--- src/rtl/inst_fetcher_pkg.sv ---
// Shared definitions for the instruction fetcher: JAL opcode, FSM encoding and
// the J-type immediate decoder used by the optional JAL prediction.
package inst_fetcher_pkg;

  localparam logic [6:0] OPCODE_JAL = 7'b1101111;

  typedef enum logic [0:0] {
    StFetch,
    StFull
  } fetch_state_e;

  // Sign-extended J-type immediate in bytes.
  function automatic logic signed [31:0] j_imm(input logic [31:0] inst);
    return {{11{inst[31]}}, inst[31], inst[19:12], inst[20], inst[30:21], 1'b0};
  endfunction

endpackage

--- src/rtl/inst_queue.sv ---
// Circular instruction FIFO with push, pop and a synchronous flush.
// Storage is not reset; only the pointers and count are.
module inst_queue #(
  parameter int unsigned Width    = 49,
  parameter int unsigned DepthLog = 2
) (
  input  logic                clk_i,
  input  logic                rst_ni,
  input  logic                flush_i,
  input  logic                push_i,
  input  logic                pop_i,
  input  logic [Width-1:0]    wdata_i,
  output logic [Width-1:0]    rdata_o,
  output logic [DepthLog:0]   count_o,
  output logic                full_o,
  output logic                empty_o
);

  localparam int unsigned Depth = 1 << DepthLog;

  logic [Width-1:0]    mem_q [Depth];
  logic [DepthLog-1:0] wr_ptr_q, rd_ptr_q;
  logic [DepthLog:0]   count_q, count_d;

  // Occupancy update; simultaneous push and pop leaves the count unchanged.
  always_comb begin
    count_d = count_q;
    if (push_i && !pop_i) begin
      count_d = count_q + 1'b1;
    end else if (pop_i && !push_i) begin
      count_d = count_q - 1'b1;
    end
  end

  // Pointer and count registers; flush empties the queue.
  always_ff @(posedge clk_i or negedge rst_ni) begin
    if (!rst_ni) begin
      wr_ptr_q <= '0;
      rd_ptr_q <= '0;
      count_q  <= '0;
    end else if (flush_i) begin
      wr_ptr_q <= '0;
      rd_ptr_q <= '0;
      count_q  <= '0;
    end else begin
      if (push_i) wr_ptr_q <= wr_ptr_q + 1'b1;
      if (pop_i)  rd_ptr_q <= rd_ptr_q + 1'b1;
      count_q <= count_d;
    end
  end

  // Entry storage.
  always_ff @(posedge clk_i) begin
    if (push_i && !flush_i) begin
      mem_q[wr_ptr_q] <= wdata_i;
    end
  end

  assign rdata_o = mem_q[rd_ptr_q];
  assign count_o = count_q;
  assign full_o  = (count_q == (DepthLog + 1)'(Depth));
  assign empty_o = (count_q == '0);

endmodule

--- src/rtl/inst_fetcher.sv ---
// Instruction fetcher: presents the PC to the instruction cache, queues hits
// for the decoder and handles branch redirects.
// Optional feature: define IFETCH_JAL_PREDICT_EN to follow JAL targets at fetch.
module inst_fetcher
  import inst_fetcher_pkg::*;
#(
  parameter int unsigned            ADDR_WIDTH      = 17,
  parameter int unsigned            INST_WIDTH      = 32,
  parameter int unsigned            QUEUE_DEPTH_LOG = 2,
  parameter logic [ADDR_WIDTH-1:0]  RESET_PC        = '0
) (
  input  logic                  clk,
  input  logic                  rst,
  input  logic                  rdy,
  output logic [ADDR_WIDTH-1:0] inst_cache_read_addr,
  input  logic                  inst_cache_read_done,
  input  logic [INST_WIDTH-1:0] inst_cache_read_data,
  output logic                  if_valid,
  output logic [INST_WIDTH-1:0] if_inst,
  output logic [ADDR_WIDTH-1:0] if_pc,
  input  logic                  dec_ready,
  input  logic                  br_flush,
  input  logic [ADDR_WIDTH-1:0] br_target
);

  localparam int unsigned QueueDepth = 1 << QUEUE_DEPTH_LOG;
  localparam int unsigned CountW     = QUEUE_DEPTH_LOG + 1;
  localparam int unsigned EntryW     = ADDR_WIDTH + INST_WIDTH;

  logic [ADDR_WIDTH-1:0] pc_q, pc_d, next_pc;
  fetch_state_e          state_q, state_d;

  logic              q_push, q_pop, q_flush, q_full, q_empty;
  logic [CountW-1:0] q_count;
  logic [EntryW-1:0] q_head;

  // Flush outranks push and pop; nothing moves while rdy is low.
  assign q_flush = rdy & br_flush;
  assign q_push  = rdy & inst_cache_read_done & ~q_full & ~br_flush;
  assign q_pop   = rdy & ~q_empty & dec_ready & ~br_flush;

`ifdef IFETCH_JAL_PREDICT_EN
  logic                is_jal;
  logic signed [31:0]  jal_word_off;
  assign is_jal       = (inst_cache_read_data[6:0] == OPCODE_JAL);
  assign jal_word_off = j_imm(32'(inst_cache_read_data)) >>> 2;
  // Follow JAL targets in word units; everything else falls through.
  always_comb begin
    next_pc = pc_q + ADDR_WIDTH'(1);
    if (is_jal) next_pc = pc_q + ADDR_WIDTH'(jal_word_off);
  end
`else
  assign next_pc = pc_q + ADDR_WIDTH'(1);
`endif

  // Next PC and FSM state.
  always_comb begin
    pc_d    = pc_q;
    state_d = state_q;
    if (q_flush) begin
      pc_d    = br_target;
      state_d = StFetch;
    end else if (rdy) begin
      if (q_push) pc_d = next_pc;
      unique case (state_q)
        StFetch: begin
          if (q_push && !q_pop && (q_count == CountW'(QueueDepth - 1))) state_d = StFull;
        end
        StFull: begin
          if (q_pop) state_d = StFetch;
        end
        default: state_d = StFetch;
      endcase
    end
  end

  // PC and state registers.
  always_ff @(posedge clk or negedge rst) begin
    if (!rst) begin
      pc_q    <= RESET_PC;
      state_q <= StFetch;
    end else begin
      pc_q    <= pc_d;
      state_q <= state_d;
    end
  end

  inst_queue #(
    .Width    (EntryW),
    .DepthLog (QUEUE_DEPTH_LOG)
  ) u_queue (
    .clk_i   (clk),
    .rst_ni  (rst),
    .flush_i (q_flush),
    .push_i  (q_push),
    .pop_i   (q_pop),
    .wdata_i ({pc_q, inst_cache_read_data}),
    .rdata_o (q_head),
    .count_o (q_count),
    .full_o  (q_full),
    .empty_o (q_empty)
  );

  assign inst_cache_read_addr = pc_q;
  assign if_valid = ~q_empty;
  // Head outputs read as zero when empty so reset shows a clean interface.
  assign if_inst  = if_valid ? q_head[INST_WIDTH-1:0] : '0;
  assign if_pc    = if_valid ? q_head[EntryW-1:INST_WIDTH] : '0;

endmodule

--- config.mk ---
export PLATFORM = sky130hd
export DESIGN_NAME = inst_fetcher
export DESIGN_NICKNAME = d
export VERILOG_FILES = /design/src/rtl/inst_fetcher_pkg.sv /design/src/rtl/inst_queue.sv /design/src/rtl/inst_fetcher.sv
export SDC_FILE = /design/constraint.sdc
export NUM_CORES = 1
export LEC_CHECK = 0
export CORE_ASPECT_RATIO = 0.7
export CORE_MARGIN = 2
export CORE_UTILIZATION = 59
export DETAILED_ROUTE_END_ITERATION = 12
export PLACE_DENSITY = 0.85
export SYNTH_ARGS = -nofsm -noshare
export SYNTH_HDL_FRONTEND = slang
export SYNTH_SLANG_ARGS = --single-unit
--- constraint.sdc ---
create_clock -name clk -period 4.25 [get_ports clk]
set_input_delay 0.6375 -clock clk [delete_from_list [all_inputs] [get_ports clk]]
set_output_delay 0.6375 -clock clk [all_outputs]
set_load 0.01 [all_outputs]
==> results of run 1 <==
worst max-delay path, cell delays in order (launching register included):
cell             delay [ps]
dfrtp_4                 870
buf_12                  290
mux4_2                  540
and2_1                  200
clkdlybuf4s50_1         480
registers in the layout, indices dropped and copies added, names as in the netlist:
signal,count
inst_cache_read_addr,17
u_queue.count_o,3
u_queue.mem_q,196
u_queue.rd_ptr_q,2
u_queue.wr_ptr_q,2
synth_stat cells:
| library cell | n |
|---|---|
| nand2_1 | 10 |
| dfrtp_1 | 24 |
| nor3_1 | 5 |
| o31a_1 | 1 |
| o22ai_1 | 2 |
| fa_1 | 1 |
| a21oi_1 | 19 |
| nor3b_2 | 1 |
| xor2_1 | 7 |
| mux4_2 | 49 |
| nor2_1 | 21 |
| ha_1 | 5 |
| a32o_1 | 1 |
| nor4_1 | 1 |
| a31oi_1 | 1 |
| nor2b_1 | 1 |
| and3b_1 | 1 |
| or3_1 | 1 |
| o21ai_0 | 4 |
| edfxtp_1 | 196 |
| clkbuf_1 | 15 |
| buf_6 | 1 |
| nand3_1 | 8 |
| mux2i_1 | 3 |
| nand3b_4 | 1 |
| o31ai_1 | 2 |
| xnor2_1 | 10 |
| inv_1 | 7 |
| buf_2 | 6 |
| or4_4 | 1 |
| and2_1 | 50 |
| or3b_2 | 1 |
| nand4_1 | 3 |
| and4_1 | 2 |
| or2_2 | 1 |
| nor4_4 | 1 |
| and3_1 | 5 |
per-stage QoR:
stage	util [%]	setup slack [ps]	hold WS, ps	cell area [um^2]	power (W)
6_report	74.3	726	569	10900	0.00621
3_5_place_dp	70.3	1200	547	10300	0.00461
3_3_place_gp	70.3	1250	522	10300	0.00456
2_1_floorplan	-	1580	342	8810	0.00370
4_1_cts	74.3	679	568	10900	0.00625
5_1_grt	74.3	577	581	10900	0.00646
metal layers:
metal	routed length (um)	vias to the layer above
li1	-	2091
met5	0	-
met3	1540	28
met4	301	0
met1	7540	2423
met2	8350	252
kinds of logic (layout without fill, tap and decap cells):
| logic type | after synthesis | count (layout) | synth area share (%) |
|---|---|---|---|
| compound gates | 30 | 30 | 1.90 |
| mux | 52 | 52 | 12.9 |
| fa+ha+maj | 6 | 6 | 0.937 |
| flops | 220 | 220 | 73.6 |
| buf+inv | 29 | 173 | 1.41 |
| simple gates | 114 | 114 | 7.60 |
| xor+xnor | 17 | 17 | 1.69 |
power breakdown:
| group | switching (W) | leakage (nW) | internal (W) |
|---|---|---|---|
| logic | 0.000765 | 1.24 | 0.00109 |
| clock network | 0.000725 | 0.289 | 0.000913 |
| registers | 0.000212 | 2.04 | 0.00250 |
worst max-delay path by stage:
| stage | from | endpoint | slack [ps] |
|---|---|---|---|
| floorplan | rdy | u_queue.mem_q[0][0] | 1580 |
| global placement | u_queue.rd_ptr_q[0] | if_inst[31] | 1250 |
| detailed placement | u_queue.rd_ptr_q[0] | if_pc[16] | 1200 |
| CTS | u_queue.rd_ptr_q[0] | if_pc[16] | 680 |
| global route | u_queue.rd_ptr_q[0] | if_inst[5] | 580 |
| finish | u_queue.rd_ptr_q[0] | if_pc[16] | 730 |
cell type report:
type,count,area [um^2],area share [%]
Multi-Input combinational cell,219,2210,20.3
Inverter,7,26.3,0.242
Sequential cell,220,6490,59.7
Tap cell,195,244,2.24
Clock inverter,5,32.5,0.299
Timing Repair Buffer,132,1320,12.1
Clock buffer,29,556,5.11
==> key figures, run 1 <==
Timing
  – Endpoints failing hold: 0
  – Post-route minimum period: 3520 ps
  – Max transition margin: 24.3%
  – Setup Skew: roughly 17 ps
  – Final worst path period share: 82.9%
  – Final count of negative-setup-slack endpoints: 0
  – Setup TNS: 0 ps
  – Fmax: 284 MHz
  – Max-slew violation count: 0
  – Worst-margin pin slew: 1120 ps
  – Unrepaired setup endpoints after global routing: no

Yosys
  – Post-synthesis area per instance: 18.8 um^2
  – Flip-flop and latch count after synthesis: 220
  – Netlist cell types: 37
  – Synthesized netlist net count: 529
  – Post-synth top area share: 66.8%
  – Post-Syn Area: just under 9000 um^2
  – Warnings, synthesis: 0
  – Register area share after synthesis: about three quarters
  – Synth area leader: edfxtp_1
  – Mapped Cells: 468
  – Synth area leaders: edfxtp_1 (67%), mux4_2 (13%), dfrtp_1 (6.8%)

Clocking
  – CTS Buffer Depth: 3
  – CTS clk-pin slew, worst paths: 60 ps
  – CTS Buf Count: 21
  – Sink Count: 220
  – CTS resizes: 0
  – CTS tree: done
  – Post-cts hold buffer count: 0
  – Worst-skew pair later-pin latency: 490 ps
  – Root buffer cell: clkbuf_16
  – # H-tree levels: 1
  – Setup bufs post-CTS: 0

Hold path
  – Worst min path class: flop to flop
  – HP Start: u_queue.wr_ptr_q[0]
  – Hold Crit Depth: 1
  – Hold endpoint: u_queue.wr_ptr_q[0]

Route
  – Vias: 4794
  – Antenna Nets Post-Route: 0
  – Initial DRC count: 370
  – Via density: 5.94
  – Drt total wl: 17700 um
  – First drt pass iteration count: 4
  – Routed length per instance: 22.0 um
  – Remaining DRCs: 0

Global routing
  – Largest net degree at the start of global routing: slightly above 50
  – Grt ovf: 0
  – GR Layer Usage met3: between 4 and 5%
  – First-pass GRT wire length: approximately 27000 um
  – GRT Max-Usage Layer: met2
  – GR met2 Demand/Resource: 34.9%
  – Tot GR Track Use: 22.7%
  – Vias in the first global route: roughly 4800
  – Initial antenna violation count: 0
  – Met1 Usage GRT: about 34%

Placement
  – DP HPWL: approximately 11000 um
  – Count of input and output buffers: 121
  – DP Cell Count: 773
  – GP Congestion: around 0.83

Critical path
  – Worst r2r src: inst_cache_read_addr[0]
  – Critical path class: flop to primary output
  – Crit-path max FO: 34
  – Reg-to-Reg End: inst_cache_read_addr[16]
  – Worst setup EP type: primary output
  – Worst EP arrival: a little under 3000 ps
  – R2R depth: 6
  – Startpoint type of the worst setup path: flop
  – Worst R2R Setup Slack: between 1500 and 2000 ps
  – CP Data Required Time: 3610 ps

Job
  – Max Cap Viol: 0

Finish
  – Finished Layout Cells: 807
  – ANT cells: 0
  – Layout area overhead: 23.4%
  – Commonest cells after routing, fill and taps aside: edfxtp_1 (196), clkdlybuf4s50_1 (121), and2_1 (50)
  – Filler cells: 839
  – Commonest non-fill, non-tap cell in the layout: edfxtp_1
  – Layout cells sized above 1: 16.0%
  – Fin nets: 662

Floorplanning
  – Die height: about 110 um
  – Initial Utilization: 60.2%
  – Std-Cell Rows: 37
  – I/O Pins: 122
  – DIE AREA: 15900 um^2
  – Core box area: 14600 um^2
  – Width of the die: 150 um

Run status
  – Status: complete, no violations

Power and ir drop
  – Cell Pwr Density: 571 nW/um^2
  – Worst VDD drop: 0.337 mV
  – Leakage: 3.57 nW
No activity file was read; power rests on OpenSTA's default activity.
==> run 2: changes to the inputs <==
--- a/config.mk
+++ b/config.mk
@@ -7,9 +7,9 @@
 export LEC_CHECK = 0
 export CORE_ASPECT_RATIO = 0.7
 export CORE_MARGIN = 2
-export CORE_UTILIZATION = 59
+export CORE_UTILIZATION = 49
 export DETAILED_ROUTE_END_ITERATION = 12
-export PLACE_DENSITY = 0.85
+export PLACE_DENSITY = 0.75
 export SYNTH_ARGS = -nofsm -noshare
 export SYNTH_HDL_FRONTEND = slang
 export SYNTH_SLANG_ARGS = --single-unit
==> constraint.sdc (replaced) <==
create_clock -name clk -period 3.1 [get_ports clk]
set_input_delay 0.465 -clock clk [delete_from_list [all_inputs] [get_ports clk]]
set_output_delay 0.465 -clock clk [all_outputs]
set_load 0.01 [all_outputs]
==> run 2 against run 1 <==
Die area increased by 20%. Routed wire length shrank 1.6%. First-iteration DRC count grew 3.0%. Utilization is 11 points lower. Via count shrank 1.9%. Power up 39%. Critical path depth stayed put. Final area increased by 1.4%. Count of clock-buffer cells in the layout is 1 lower. Sequential share of layout area shrank 0.80 points. Critical path type unchanged. Highest routed layer unchanged.
==> key figures, run 2 (synthesized netlist as in run 1, its figures left out) <==
Critical path
  – Critical path class: flop to primary output
  – Slowest-stage cell, CP: mux4_2
  – Crit-path max FO: 21 (-38%)
  – R2R depth: 6 (unchanged)
  – Max incr delay on CP: 570 ps (-300 ps)
  – Worst r2r src: u_queue.count_o[0]
  – Worst R2R Setup Slack: 940 ps (-820 ps)
  – Cells along the critical path: buf_12, mux4_2, and2_1, clkdlybuf4s50_1
  – Worst setup EP type: primary output
  – Reg-to-Reg End: u_queue.count_o[2]
  – Startpoint type of the worst setup path: flop
  – Worst EP arrival: 2480 ps (-410 ps)
  – CP Data Required Time: 2630 ps (-980 ps)

Floorplanning
  – I/O Pins: 122 (unchanged)
  – Width of the die: 164 um (+9.5%)
  – Die height: 116 um (+9.4%)
  – Std-Cell Rows: 40 (+8.1%)
  – Core box area: 17400 um^2 (+19%)
  – Initial Utilization: 50.7% (-9.5 points)
  – DIE AREA: 19100 um^2 (+20%)

Global routing
  – First-pass GRT wire length: 26700 um (-0.54%)
  – Vias in the first global route: 4824 (+0.12%)
  – Initial antenna violation count: 1 (+1)
  – Grt ovf: 0 (unchanged)
  – Largest net degree at the start of global routing: 51 (unchanged)
  – Tot GR Track Use: 18.6% (-4.1 points)

Route
  – Vias: 4702 (-1.9%)
  – Initial DRC count: 381 (+3.0%)
  – Via density: 5.54 (-6.8%)
  – First drt pass iteration count: 5 (+1)
  – Routed length per instance: 20.6 um (-6.5%)
  – Antenna Nets Post-Route: 0 (unchanged)
  – Drt total wl: 17500 um (-1.6%)
  – Remaining DRCs: 0 (unchanged)

Power and ir drop
  – Clock share of power: 26.6% (+0.2 points)
  – Logic pwr share: 31.4% (+1.5 points)
  – Power, Total: 0.00861 W (+39%)
  – Cell Pwr Density: 781 nW/um^2 (+37%)
  – NetSw: 0.00231 W (+36%)
  – Leakage: 3.61 nW (+1.2%)
  – Internal Pwr Total: 0.00630 W (+40%)
  – Seq pwr share: 42.0% (-1.7 points)
  – Sw frac: 26.8% (-0.63 points)
  – Worst VDD drop: 0.357 mV (+5.9%)

Finish
  – Commonest non-fill, non-tap cell in the layout: edfxtp_1
  – Commonest cells after routing, fill and taps aside: edfxtp_1 (196), clkdlybuf4s50_1 (121), and2_1 (50)
  – Finished Layout Cells: 849 (+5.2%)
  – Filler cells: 1204 (+44%)
  – Layout area overhead: 25.1%
  – Layout cells sized above 1: 16.5% (+0.52 points)
  – Largest register by flop count: u_queue.mem_q
  – Fin nets: 669 (+1.1%)
  – Largest register FFs: 196 (unchanged)

Clocking
  – CTS clk-pin slew, worst paths: 60 ps (about the same)
  – # H-tree levels: 1 (unchanged)
  – CTS Buf Count: 21 (unchanged)
  – CTS Buffer Depth: 3 (unchanged)
  – Post-cts hold buffer count: 0 (unchanged)
  – CTS tree: done
  – Sink Count: 220 (unchanged)
  – Worst-skew pair later-pin latency: 490 ps (about the same)
  – Root buffer cell: clkbuf_16

Hold path
  – HP Start: br_target[0]
  – Worst min path class: input pin to flop
  – Hold Crit Depth: 3 (+2)
  – Hold endpoint: inst_cache_read_addr[0]

Timing
  – Setup TNS: 0 ps (unchanged)
  – Post-route minimum period: 2940 ps
  – Max-slew violation count: 0 (unchanged)
  – Endpoints failing hold: 0 (unchanged)
  – Worst-margin pin slew: 1100 ps (-22.3 ps)
  – Final count of negative-setup-slack endpoints: 0 (unchanged)
  – Unrepaired setup endpoints after global routing: no
  – Setup Skew: 11.2 ps (-6.03 ps)
  – Max transition margin: 26.3% (+1.9 points)
  – Final worst path period share: 94.8%
  – Fmax: 340 MHz

Job
  – Max Cap Viol: 0 (unchanged)

Placement
  – DP Cell Count: 813 (+5.2%)
  – GP Congestion: 0.806 (-3.2%)
  – Count of input and output buffers: 121 (unchanged)
  – DP HPWL: 10700 um (-1.8%)

Run status
  – Status: complete, no violations
-- run 2: worst max-delay path by stage --
| stage | endpoint | startpoint | slack, ps | cells past startpoint |
|---|---|---|---|---|
| 2_1_floorplan | u_queue.mem_q[0][0] | rdy | 610 | 3 |
| 3_3_place_gp | u_queue.count_o[2] | rdy | 460 | 7 |
| 3_5_place_dp | u_queue.count_o[2] | rdy | 350 | 7 |
| 4_1_cts | if_pc[5] | u_queue.rd_ptr_q[0] | 130 | 4 |
| 5_1_grt | if_pc[5] | u_queue.rd_ptr_q[0] | 80 | 4 |
| 6_report | if_pc[5] | u_queue.rd_ptr_q[0] | 160 | 4 |
-- run 2: layout make-up --
class / instances / area (um^2) / share of cell area [%]
diodes: 1 / 2.50 / 0.0227
clock buffers: 28 / 552 / 5.01
clock inverters: 4 / 41.3 / 0.375
inverters: 7 / 26.3 / 0.238
multi-input cells: 219 / 2210 / 20.1
flip-flops and latches: 220 / 6490 / 58.9
well taps: 231 / 289 / 2.62
repair buffers: 139 / 1410 / 12.8
-- run 2: worst max-delay path: cells and delay by family (launching register included) --
kind                   cells  cell delay [ps]
muxes                      1              570
buffers and inverters      2              690
and+or+nand+nor            1              190
DFF                        1              520
-- run 2: timing repair --
item,4_1_cts,5_1_grt
resized for setup,1,0
buffers inserted,3,0
endpoints found under the setup margin,49,0
-- run 2: layer usage --
layer | routed length [um] | GRT usage, % | up-vias
li1 | - | - | 2106
met1 | 8050 | 27.4 | 2386
met2 | 7890 | 29.6 | 189
met3 | 1230 | 3.62 | 21
met4 | 274 | 3.74 | 0
met5 | 0 | 0 | -
-- run 2: stage by stage --
step / worst slack (ps) / cell area (um^2) / utilization, % / hold WS (ps)
6_report: 160 / 11000 / 63.5 / 554
5_1_grt: 76.4 / 11000 / 63.5 / 562
4_1_cts: 129 / 11000 / 63.5 / 543
3_5_place_dp: 346 / 10400 / 59.9 / 549
3_3_place_gp: 457 / 10400 / 59.9 / 522
2_1_floorplan: 607 / 8810 / - / 169
-- run 2: power by group through the flow --
stage | clock network [W] | logic (W) | registers (W)
2_1_floorplan | 0 | 0.00147 | 0.00361
3_3_place_gp | 0 | 0.00265 | 0.00368
5_1_grt | 0.00245 | 0.00291 | 0.00364
4_1_cts | 0.00233 | 0.00275 | 0.00362
3_5_place_dp | 0 | 0.00268 | 0.00370
6_report | 0.00229 | 0.00270 | 0.00362
==> run 3: changes to the inputs <==
--- a/config.mk
+++ b/config.mk
@@ -9,6 +9,7 @@
 export CORE_MARGIN = 2
 export CORE_UTILIZATION = 49
 export DETAILED_ROUTE_END_ITERATION = 12
+export MAX_ROUTING_LAYER = met4
 export PLACE_DENSITY = 0.75
 export SYNTH_ARGS = -nofsm -noshare
 export SYNTH_HDL_FRONTEND = slang
==> constraint.sdc (replaced) <==
create_clock -name clk -period 2.6 [get_ports clk]
set_input_delay 0.39 -clock clk [delete_from_list [all_inputs] [get_ports clk]]
set_output_delay 0.39 -clock clk [all_outputs]
set_load 0.01 [all_outputs]
==> run 3 against run 2 <==
The run now ends with setup timing left. Via count increased by 2.3%. Clock skew decreased by 3.4 ps. Utilization up 2.1 points. Register-to-register slack got worse by 440 ps. Sequential share of layout area decreased by 1.9 points. Critical endpoint is now if_inst[17].
==> key figures, run 3 (synthesized netlist as in run 1, its figures left out) <==
Finish
  – Register area: 6490 um^2 (about the same)
  – Footprint of the multi-input gates: 2240 um^2 (+1.2%)
  – Layout area overhead: 29.2%
  – Final core occ: 65.6% (+2.1 points)
  – Commonest cells after routing, fill and taps aside: edfxtp_1 (196), clkdlybuf4s50_1 (72), mux4_2 (49)
  – Finished Cell Area: 11400 um^2 (+3.3%)
  – Largest register FFs: 196 (unchanged)
  – Commonest non-fill, non-tap cell in the layout: edfxtp_1
  – Largest register by flop count: u_queue.mem_q
  – Layout cells sized above 1: 25.7% (+9.2 points)
  – ANT cells: 0 (-1)
  – Filler cells: 1157 (-3.9%)
  – Fin nets: 686 (+2.5%)

Global routing
  – Grt ovf: 0 (unchanged)
  – Initial antenna violation count: 0 (-1)
  – First-pass GRT wire length: 27800 um (+4.1%)
  – Tot GR Track Use: 19.8% (+1.2 points)
  – Largest net degree at the start of global routing: 51 (unchanged)
  – Vias in the first global route: 5115 (+6.0%)

Route
  – Met2 WL: 8170 um (+3.4%)
  – WL met3: 1190 um (-3.2%)
  – Via density: 5.51 (-0.47%)
  – Wire length on met1: 8230 um (+2.2%)
  – Vias: 4812 (+2.3%)
  – Remaining DRCs: 0 (unchanged)
  – Routed length per instance: 20.4 um (-0.92%)
  – Uppermost routed layer: met4
  – First drt pass iteration count: 5 (unchanged)
  – Drt total wl: 17800 um (+1.9%)
  – Initial DRC count: 334 (-12%)
  – Antenna Nets Post-Route: 0 (unchanged)

Placement
  – Pre-CTS setup slack: 85.5 ps (-260 ps)
  – Placed inst area: 10500 um^2 (+1.3%)
  – GP Congestion: 0.831 (+3.1%)
  – Count of input and output buffers: 121 (unchanged)
  – DP HPWL: 10900 um (+2.0%)

Timing
  – Max transition margin: 61.8% (+35 points)
  – Worst-margin pin slew: 567 ps (-535 ps)
  – Fmax: 384 MHz
  – Endpoints failing hold: 0 (unchanged)
  – Final setup margin: -1.34 ps (-161 ps)
  – Setup Skew: 7.82 ps (-3.36 ps)
  – Post-route minimum period: roughly 2600 ps
  – Max-slew violation count: 0 (unchanged)
  – Unrepaired setup endpoints after global routing: yes
  – Final count of negative-setup-slack endpoints: 1 (+1)
  – Final worst path period share: 100%
  – Minimum hold slack: 253 ps (-301 ps)

Critical path
  – Slowest-stage cell, CP: dfrtp_4
  – Worst setup EP type: primary output
  – Startpoint type of the worst setup path: flop
  – Worst EP arrival: 2210 ps (-270 ps)
  – Max incr delay on CP: 510 ps (-60 ps)
  – Critical path class: flop to primary output
  – Cells along the critical path: buf_12, buf_16, buf_6, buf_6, mux4_2, and2_4, buf_6
  – Kind of cell adding the most delay to the critical path: buffers and inverters
  – WP buf/inv: 5 (+3)
  – Most used cell along the critical path: buf_6
  – CP Data Required Time: 2210 ps (-420 ps)
  – Crit-path max FO: 7 (-67%)

Clocking
  – Root buffer cell: clkbuf_16
  – CTS clk-pin slew, worst paths: 60 ps (about the same)
  – CTS Buffer Depth: 3 (unchanged)
  – Post-cts hold buffer count: 0 (unchanged)
  – Worst-skew pair later-pin latency: 500 ps (about the same)
  – Sink Count: 220 (unchanged)
  – CTS Buf Count: 23 (+9.5%)
  – CTS tree: done
  – # H-tree levels: 1 (unchanged)

Power and ir drop
  – Leakage: 3.89 nW (+7.6%)
  – Cell Pwr Density: 949 nW/um^2 (+22%)
  – Power, Total: 0.0108 W (+26%)
  – Worst VDD drop: 0.450 mV (+26%)

Job
  – Max Cap Viol: 0 (unchanged)

Floorplanning
  – Die height: 116 um (unchanged)
  – DIE AREA: 19100 um^2 (unchanged)
  – Initial Utilization: 50.7% (unchanged)
  – Core box area: 17400 um^2 (unchanged)
  – Std-Cell Rows: 40 (unchanged)
  – Width of the die: 164 um (unchanged)
  – I/O Pins: 122 (unchanged)

Hold path
  – Worst min path class: input pin to async pin

Run status
  – Status: finished with violations
  – Failing checks: setup timing
-- run 3: cell type report --
| class | instances | area share (%) |
|---|---|---|
| flip-flops and latches | 220 | 57.0 |
| multi-input cells | 219 | 19.7 |
| repair buffers | 154 | 14.1 |
| clock buffers | 28 | 5.31 |
| well taps | 231 | 2.54 |
| clock inverters | 14 | 1.11 |
| inverters | 7 | 0.231 |
-- run 3: stage by stage --
| stage | cells | TNS, ps |
|---|---|---|
| finish | 873 | -1.34 |
| global route | 873 | -127 |
| CTS | 874 | -91.1 |
| detailed placement | 819 | 0 |
| global placement | 819 | 0 |
| floorplan | 468 | 0 |
-- run 3: layer usage --
metal	GRT usage [%]	vias up
li1	-	2163
met1	28.6	2445
met2	30.0	184
met3	3.52	20
met4	4.09	0
met5	-	-
-- run 3: timing repair --
action,in CTS,in global routing
buffers inserted,12,0
endpoints found under the setup margin,49,36
cloned,1,1
resized for setup,123,39
pin swaps,0,0
-- run 3: report_power, final --
group / switching, W / leakage, nW / total, W / internal (W)
Clock: 0.00127 / 0.352 / 0.00313 / 0.00186
Sequential: 0.000203 / 2.04 / 0.00429 / 0.00409
Combinational: 0.00149 / 1.50 / 0.00339 / 0.00191
Total: 0.00296 / 3.89 / 0.0108 / 0.00785
-- run 3: path summary, 6_finish.rpt --
path / startpoint / to / slack [ps] / cells past startpoint
min in group clk: br_target[11] / inst_cache_read_addr[11] / 470 / 3
hold reg to reg: u_queue.wr_ptr_q[0] / u_queue.wr_ptr_q[0] / 600 / 1
setup reg to reg: u_queue.count_o[0] / u_queue.count_o[2] / 500 / 7
hold / removal: rst / inst_cache_read_addr[0] / 250 / 2
max in group asynchronous: rst / u_queue.rd_ptr_q[0] / 2080 / 2
setup / recovery: u_queue.rd_ptr_q[0] / if_inst[17] / -1 / 7
-- run 3: worst reg2reg max path: cells and delay by family, from the launching register on --
family | cells | cell delay (ps)
AOI/OAI and AO/OA | 3 | 670
adders and majority gates | 1 | 400
DFF | 1 | 380
xor gates and xnor gates | 1 | 210
buffers and inverters | 1 | 170
and+or+nand+nor | 1 | 170
==> edit, RTL diff (flow settings as in run 3) <==
Set the parameter `INST_WIDTH` to 64 (it was 32).
--- a/src/rtl/inst_fetcher.sv
+++ b/src/rtl/inst_fetcher.sv
@@ -6,5 +6,5 @@
 #(
   parameter int unsigned            ADDR_WIDTH      = 17,
-  parameter int unsigned            INST_WIDTH      = 32,
+  parameter int unsigned            INST_WIDTH      = 64,
   parameter int unsigned            QUEUE_DEPTH_LOG = 2,
   parameter logic [ADDR_WIDTH-1:0]  RESET_PC        = '0
Interface: changed (resized if_inst and inst_cache_read_data); port bits go from 122 to 186. No check against the original RTL was run, so the function may have changed too.
==> edit against run 3 <==
  * The run still ends with negative setup slack left
  * Worst setup slack worse by 0.050 ns
  * Combinational power is 68% higher
  * Sequential cell count is 128 higher
  * Design area is 54% higher
  * Core utilization is 0.59 points lower
  * Power is 62% higher
  * Die area is 53% higher
  * Routed wire length is 65% higher
  * Synthesized area is 54% higher
  * Critical path type unchanged
  * Highest routed layer unchanged
==> edit: results (changes against run 3) <==
* Final-layout fill cell count at 1849 (+60%)
* H-tree depth at 2 (+1)
* Met1 Use GR at 0.320 (+0.0337)
* Via Count at 7127 (+48%)
* Vias in the first global route at 7456 (+46%)
* Hold slack at 0.245 ns (-0.00844 ns)
* Reg area at 10300 µm² (+59%)
* Crit path max fanout at 6 (-1)
* Worst Skew at 0.0129 ns (+0.00512 ns)
* Largest net degree at the start of global routing at 51 (unchanged)
* DR pass1 iterations at 6 (+1)
* Signal buf overhead at 0.133 (-0.00807)
* Number of flip-flops in the largest register at 324 (+65%)
* Synth Net Count at 760 (+44%)
* Pre-CTS WS at 0.0925 ns (+0.00696 ns)
* Yosys cell types at 35 (-5.4%)
* Met2 wire length at 13500 µm (+65%)
* Via density at 5.52 (+0.23%)
* Gpl congestion at 0.782 (-5.9%)
* CLK BUF at 43 (+54%)
* Critical Path AT at 2.26 ns (+0.05 ns)
* Die ar. at 29100 µm² (+53%)
* Num CTS Buffers at 34 (+48%)
* Multi-input gate area at 3220 µm² (+44%)
* Final setup fails at 4 (+3)
* Synth Area in Compound Gates at 0.0124 (-0.00660)
* Post-Synth XOR/XNOR Area at 0.0110 (-0.00595)
* Register-to-register setup slack at 0.53 ns (+0.03 ns)
* Total Wirelength at 29400 µm (+65%)
* Setup tns final at -0.181 ns (-0.180 ns)
* Area contributors post-synth: edfxtp_1, mux4_2, dfrtp_1
* Status: finished, violations left
* Failing checks: negative setup slack
* Leak at 0.00596 µW (+53%)
* Global routing usage on met2 at 0.318 (+0.0181)
* Post-CTS Resized at 301 (+140%)
* Nets at 995 (+45%)
* First-pass GRT wire length at 45000 µm (+62%)
* Inverters at 5 (-2)
* Tightest Pin Transition at 0.428 ns (-0.139 ns)
* Reg2Reg Depth at 6 (-1)
* GRT Total Usage at 0.215 (+0.0176)
* FFs w/ async S/R, synth at 0.0690 (-0.0401)
* Dpl hpwl at 17100 µm (+57%)
* Setup slack after layout at -0.0512 ns (-0.0499 ns)
* EDFF count, synth at 324 (+65%)
* IO buf count at 185 (+53%)
* Post-CTS setup buffers at 19 (+7)
* Mux share of post-synthesis cell area at 0.137 (+0.00847)
* VDD IR max at 574 µV (+27%)
* Non-clock buffer count at 234 (+52%)
* Sequential share of the synthesized area at 0.760 (+0.0237)
* WL met1 at 13700 µm (+67%)
* Design area at 17600 µm² (+54%)
* Met3 wire length at 1850 µm (+55%)
* Top post-synthesis cells by count: edfxtp_1, and2_1, mux4_2, dfrtp_1, clkbuf_1
## edit: cell types whose count changed after synthesis, sizes merged, moves of 6 or more
cell | run 3 | this run
and2 | 50 | 84
buf | 7 | 13
clkbuf | 15 | 22
edfxtp | 196 | 324
mux4 | 49 | 81
## edit: how the worst max path moves through the flow
stage | startpoint | depth (start not counted) | end
detailed placement | rdy | 7 | u_queue.count_o[2]
CTS | u_queue.rd_ptr_q[0] | 6 | if_inst[49]
floorplan | br_flush | 3 | u_queue.mem_q[0][0]
global route | u_queue.rd_ptr_q[0] | 7 | if_inst[18]
finish | u_queue.rd_ptr_q[0] | 7 | if_inst[24]
global placement | rdy | 7 | u_queue.count_o[2]
## edit: critical path, cell delays in order, from the launching register on
cell and delay, ns:
dfrtp_4 0.51, buf_12 0.16, buf_8 0.13, buf_12 0.13
buf_12 0.12, mux4_2 0.43, and2_4 0.16, buf_6 0.11
## edit: power by group
part	internal [µW]	switching (µW)
combinational	3190	2500
sequential	6430	233
clock	3200	1970
